### config.mk
export PLATFORM = sky130hd
export DESIGN_NAME = wb_rr_arbiter
export DESIGN_NICKNAME = d
export VERILOG_FILES = /design/src/rtl/wb_rr_arbiter.sv
export SDC_FILE = /design/constraint.sdc
export NUM_CORES = 1
export LEC_CHECK = 0
export CAP_MARGIN = 20
export CORE_AREA = 2 2 112 114
export CTS_BUF_LIST = sky130_fd_sc_hd__clkbuf_8 sky130_fd_sc_hd__clkbuf_16
export DETAILED_ROUTE_END_ITERATION = 10
export DIE_AREA = 0 0 114 116
export GPL_TIMING_DRIVEN = 0
export PLACE_DENSITY = 0.56
export SLEW_MARGIN = 20
export SYNTH_ARGS = -nofsm -noshare
export SYNTH_HDL_FRONTEND = slang
export SYNTH_SLANG_ARGS = --single-unit
### constraint.sdc
create_clock -name clk_i -period 3.4 [get_ports clk_i]
set_input_delay 0.51 -clock clk_i [delete_from_list [all_inputs] [get_ports clk_i]]
set_output_delay 0.51 -clock clk_i [all_outputs]
set_load 0.02 [all_outputs]
### src/rtl/wb_rr_arbiter.sv
// Round-robin Wishbone arbiter: N masters share one slave port, grant held for the whole cyc tenure,
// with a watchdog that aborts transfers the slave never answers.
module wb_rr_arbiter #(
    parameter int N_MASTER = 2,
    parameter int TIMEOUT  = 255
) (
    input  logic                   clk_i,
    input  logic                   rst_i,
    input  logic [N_MASTER-1:0]    m_cyc_i,
    input  logic [N_MASTER-1:0]    m_stb_i,
    input  logic [N_MASTER-1:0]    m_we_i,
    input  logic [N_MASTER*4-1:0]  m_sel_i,
    input  logic [N_MASTER*32-1:0] m_adr_i,
    input  logic [N_MASTER*32-1:0] m_dat_i,
    output logic [N_MASTER-1:0]    m_ack_o,
    output logic [N_MASTER-1:0]    m_err_o,
    output logic [31:0]            m_dat_o,
    output logic                   s_cyc_o,
    output logic                   s_stb_o,
    output logic                   s_we_o,
    output logic [3:0]             s_sel_o,
    output logic [31:0]            s_adr_o,
    output logic [31:0]            s_dat_o,
    input  logic [31:0]            s_dat_i,
    input  logic                   s_ack_i,
    input  logic                   s_err_i,
    output logic [N_MASTER-1:0]    gnt_o,
    output logic                   busy_o
);

    localparam int LW = $clog2(N_MASTER);
    localparam int WW = (TIMEOUT > 0) ? $clog2(TIMEOUT + 1) : 1;
    localparam logic [WW-1:0] TMO      = WW'(TIMEOUT);
    localparam logic [LW-1:0] LAST_RST = LW'(N_MASTER - 1);

    typedef enum logic [1:0] {
        ST_IDLE,
        ST_OWN,
        ST_ABORT
    } state_t;

    state_t                r_state, w_stateNext;
    logic [N_MASTER-1:0]   r_gnt, w_gntNext, w_pickOh;
    logic [LW-1:0]         r_last, w_lastNext, w_pickIdx;
    logic                  w_pickValid;
    logic [WW-1:0]         r_wdt, w_wdtNext;
    logic                  w_gCyc, w_gStb, w_gWe;
    logic [3:0]            w_gSel;
    logic [31:0]           w_gAdr, w_gDat;
    logic                  w_resp, w_expire;

    // Later offsets are visited first so the nearest requester after r_last overwrites them.
    always_comb begin
        w_pickValid = 1'b0;
        w_pickIdx   = '0;
        w_pickOh    = '0;
        for (int off = N_MASTER; off >= 1; off--) begin
            for (int j = 0; j < N_MASTER; j++) begin
                if (m_cyc_i[j] && (j == (int'(r_last) + off) % N_MASTER)) begin
                    w_pickValid = 1'b1;
                    w_pickIdx   = LW'(j);
                    w_pickOh    = '0;
                    w_pickOh[j] = 1'b1;
                end
            end
        end
    end

    always_comb begin
        w_gCyc = 1'b0;
        w_gStb = 1'b0;
        w_gWe  = 1'b0;
        w_gSel = '0;
        w_gAdr = '0;
        w_gDat = '0;
        for (int k = 0; k < N_MASTER; k++) begin
            if (r_gnt[k]) begin
                w_gCyc = m_cyc_i[k];
                w_gStb = m_stb_i[k];
                w_gWe  = m_we_i[k];
                w_gSel = m_sel_i[k*4 +: 4];
                w_gAdr = m_adr_i[k*32 +: 32];
                w_gDat = m_dat_i[k*32 +: 32];
            end
        end
    end

    assign w_resp   = s_ack_i | s_err_i;
    assign w_expire = (TIMEOUT != 0) && (r_state == ST_OWN) && w_gCyc && w_gStb &&
                      !w_resp && (r_wdt == TMO);

    // A response in the expiry cycle wins because w_expire already requires !w_resp.
    always_comb begin
        w_stateNext = r_state;
        w_gntNext   = r_gnt;
        w_lastNext  = r_last;
        w_wdtNext   = '0;
        s_cyc_o     = 1'b0;
        s_stb_o     = 1'b0;
        s_we_o      = 1'b0;
        s_sel_o     = '0;
        s_adr_o     = '0;
        s_dat_o     = '0;
        m_ack_o     = '0;
        m_err_o     = '0;
        m_dat_o     = '0;
        case (r_state)
            ST_IDLE: begin
                if (w_pickValid) begin
                    w_stateNext = ST_OWN;
                    w_gntNext   = w_pickOh;
                    w_lastNext  = w_pickIdx;
                end
            end
            ST_OWN: begin
                s_cyc_o = w_gCyc;
                s_stb_o = w_gStb;
                s_we_o  = w_gWe;
                s_sel_o = w_gSel;
                s_adr_o = w_gAdr;
                s_dat_o = w_gDat;
                m_ack_o = r_gnt & {N_MASTER{s_ack_i}};
                m_err_o = r_gnt & {N_MASTER{s_err_i | w_expire}};
                m_dat_o = s_dat_i;
                w_wdtNext = r_wdt;
                if (w_resp) begin
                    w_wdtNext = '0;
                end else if (w_gStb && (r_wdt != {WW{1'b1}})) begin
                    w_wdtNext = r_wdt + WW'(1);
                end
                if (!w_gCyc) begin
                    w_stateNext = ST_IDLE;
                    w_gntNext   = '0;
                end else if (w_expire) begin
                    w_stateNext = ST_ABORT;
                end
            end
            ST_ABORT: begin
                if (!w_gCyc) begin
                    w_stateNext = ST_IDLE;
                    w_gntNext   = '0;
                end
            end
            default: begin
                w_stateNext = ST_IDLE;
                w_gntNext   = '0;
            end
        endcase
    end

    always_ff @(posedge clk_i) begin
        if (rst_i) begin
            r_state <= ST_IDLE;
            r_gnt   <= '0;
            r_last  <= LAST_RST;
            r_wdt   <= '0;
        end else begin
            r_state <= w_stateNext;
            r_gnt   <= w_gntNext;
            r_last  <= w_lastNext;
            r_wdt   <= w_wdtNext;
        end
    end

    assign gnt_o  = r_gnt;
    assign busy_o = (r_state != ST_IDLE);

endmodule

==> flow_summary.ini <==
[route]
wirelength_um = 12100
first_pass_iters = 4
drc_errors = 0
avgViaCountPerCell = 4.48
ant_nets = 0
dr_total_vias = 2949
drt_iter0_drc = 144
drt-wirelength-per-cell_um = 18.3

[worst_setup_path]
cp.arrival_ns = 2.71
worstPathRequired_ns = 2.89
cp-end-kind = primary output
cp_max_fo = 10
path_class = flip-flop to primary output
start_kind = flip-flop

[logic_synthesis]
async_flop_share = 0
synth_top_area_share = 0.342
synth_area_sq_mm = 0.00177
syn_nets = 404
synth.area.top_cells = a22o_1 34%, dfxtp_1 15%, and2_1 12%
synth.largest_area_cell = a22o_1
synth-edff-count = 0
ys_seq_area_frac = 0.147
yosys_warnings = 0
synth_cell_type_count = 44
synth.most_common_cell = a22o_1
ys_top_cells_by_count = 69 x a22o_1, 33 x and2_1, 18 x clkbuf_1
syn_inst = 222
ys_ff_latch = 13
synth_flop_cell = dfxtp_1
synth.avg_cell_area_sq_um = 7.96

[power]
ir_drop_mv = 0.135
p_leak_nw = 1.79
power_frac_comb = 0.630
intPower_mw = 0.703
switchingPower_mw = 0.348
clockPowerShare = 0.213
p_sw_frac = 0.331
power_density_mw_per_mm2 = 215
power_frac_seq = 0.157

[layout]
drive_gt1_frac = 0.0372
finalCoreUtilization = 0.411
final.fill_count = 1212
layoutNonFillerInstCount = 658
num-nets-final = 694
diodes = 0
syn2layout_area_growth_pct = 177

[cts]
htreeDepth = 1
cts_sinks = 13
cts_buffer_depth = 2
postCtsSetupBuffers = 0
cts_tree = done
insertion_delay_ns = 0.25
path_clk_slew_ns = 0.05
cts_root_buf = clkbuf_16
numCtsBuffers = 3

[timing]
finalMaxSlewViolations = 0
fin_skew_ns = 0.00575
tightest_slew_ns = 0.479
hold_slack_ns = 0.502
maxSlewHeadroom = 0.681
tns_ns = 0
finalHoldViolations = 0
grt_setup_unrepaired = false
max_freq_ghz = 0.310
min_period_over_period = 0.948
finalSetupViolations = 0
period_minus_slack_ns = 3.22

[die]
rows = 40
die-width_um = 114
fp.coreArea_sq_mm = 0.0119
design.die.area_sq_mm = 0.0132
die_h_um = 116
start_util = 0.148
ios = 288

[global_routing]
grt.overflow.total = 0
grt_pass1_vias = 2931
grtUsageTotal = 0.163
grt_pass1_wl_um = 16500
antenna_found_initial = 0
grt_max_degree = 11

[placement]
io_buffers = 285
routabilityCongestion = 0.769
dp.cells = 654
dp_hpwl_um = 10500

[hold_path]
worstHoldPathType = flip-flop to flip-flop

[status]
status = complete, no violations

[job]
maxCapViolations = 0
[cell families after synthesis]
kind of cell | count (synthesis) | synth area share
muxes | 3 | 0.0170
DFF | 13 | 0.147
xor gates and xnor gates | 1 | 0.00495
AOI/OAI and AO/OA | 97 | 0.469
adders and majority gates | 4 | 0.0283
and+or+nand+nor | 75 | 0.265
buffers and inverters | 29 | 0.0686
[repair_timing]
item | in CTS | in global routing
endpoints found under the setup margin | 23 | 20
resized for setup | 1 | 3
hold endpoints to repair | 0 | 0
hold buffers | 0 | 0
[layout make-up]
class,count,area [sq um],share of cell area
inverters,6,22.5,0.00460
plain buffers,23,100,0.0205
flip-flops and latches,13,260,0.0532
well taps,147,184,0.0376
multi-input cells,180,1390,0.285
repair buffers,285,2850,0.583
clock buffers,3,75.1,0.0153
clock inverters,1,3.75,0.000767
[through the flow]
stage | cell area, sq um | total power, mW | setup WS (ns)
floorplan | 1770 | 0.421 | 1.25
global placement | 4800 | 0.828 | 0.190
detailed placement | 4800 | 0.830 | 0.119
CTS | 4890 | 1.06 | 0.00291
global route | 4890 | 1.11 | 0.0263
finish | 4890 | 1.05 | 0.178
[power by group through the flow]
stage | clock [mW] | sequential, mW | combinational, mW
2_1_floorplan | 0 | 0.169 | 0.252
4_1_cts | 0.228 | 0.165 | 0.667
3_5_place_dp | 0 | 0.168 | 0.663
3_3_place_gp | 0 | 0.167 | 0.661
6_report | 0.224 | 0.165 | 0.662
5_1_grt | 0.239 | 0.166 | 0.703
[state kept, by name (all words and copies together), names as in the netlist]
| signal | cells |
|---|---|
| r_state | 2 |
| gnt_o | 2 |
| r_wdt | 8 |
| r_last | 1 |
[cells in the final DEF (no fill, tap or decap), types with 2 or more instances in the layout]
master,netlist,routed
nor2_1,9,8
dfxtp_1,13,13
nand2_1,6,6
o31ai_1,3,3
clkdlybuf4s50_1,0,285
a21oi_1,8,8
a22o_1,69,69
buf_2,4,4
nand3_1,3,3
inv_1,6,7
or3_1,2,2
a211o_1,3,3
nand2b_1,3,3
and2_1,33,33
ha_1,4,4
clkbuf_1,18,17
and3_1,2,2
clkbuf_16,0,3
o21ai_0,4,4
mux2i_1,3,3
nor2b_1,2,2
or4_1,3,3
[layer usage]
metal	part of all wire	vias to the layer above	global-route usage
li1	-	1438	-
met1	0.38	1334	0.189
met2	0.50	171	0.288
met3	0.11	6	0.0659
met4	0.0085	0	0.0260
met5	0	-	0
[worst paths after layout]
check / to / slack [ns] / cells after the start / startpoint
worst max-delay path: s_dat_o[6] / 0.18 / 7 / r_state[1]$_SDFFE_PP0P_
worst min-delay path: r_state[0]$_SDFFE_PP0P_ / 0.50 / 2 / r_state[0]$_SDFFE_PP0P_
worst min register to register: r_state[0]$_SDFFE_PP0P_ / 0.50 / 2 / r_state[0]$_SDFFE_PP0P_
worst max register to register: r_state[0]$_SDFFE_PP0P_ / 1.62 / 7 / r_state[1]$_SDFFE_PP0P_
[worst max-delay path, cell delays in order (launching register included)]
cell and delay [ns]:
dfxtp_1 0.32, inv_1 0.08, ha_1 0.18, and2_1 0.12, clkbuf_1 0.38, clkbuf_1 0.43
a22o_1 0.23, clkdlybuf4s50_1 0.71
(Power assumes the default switching activity.)
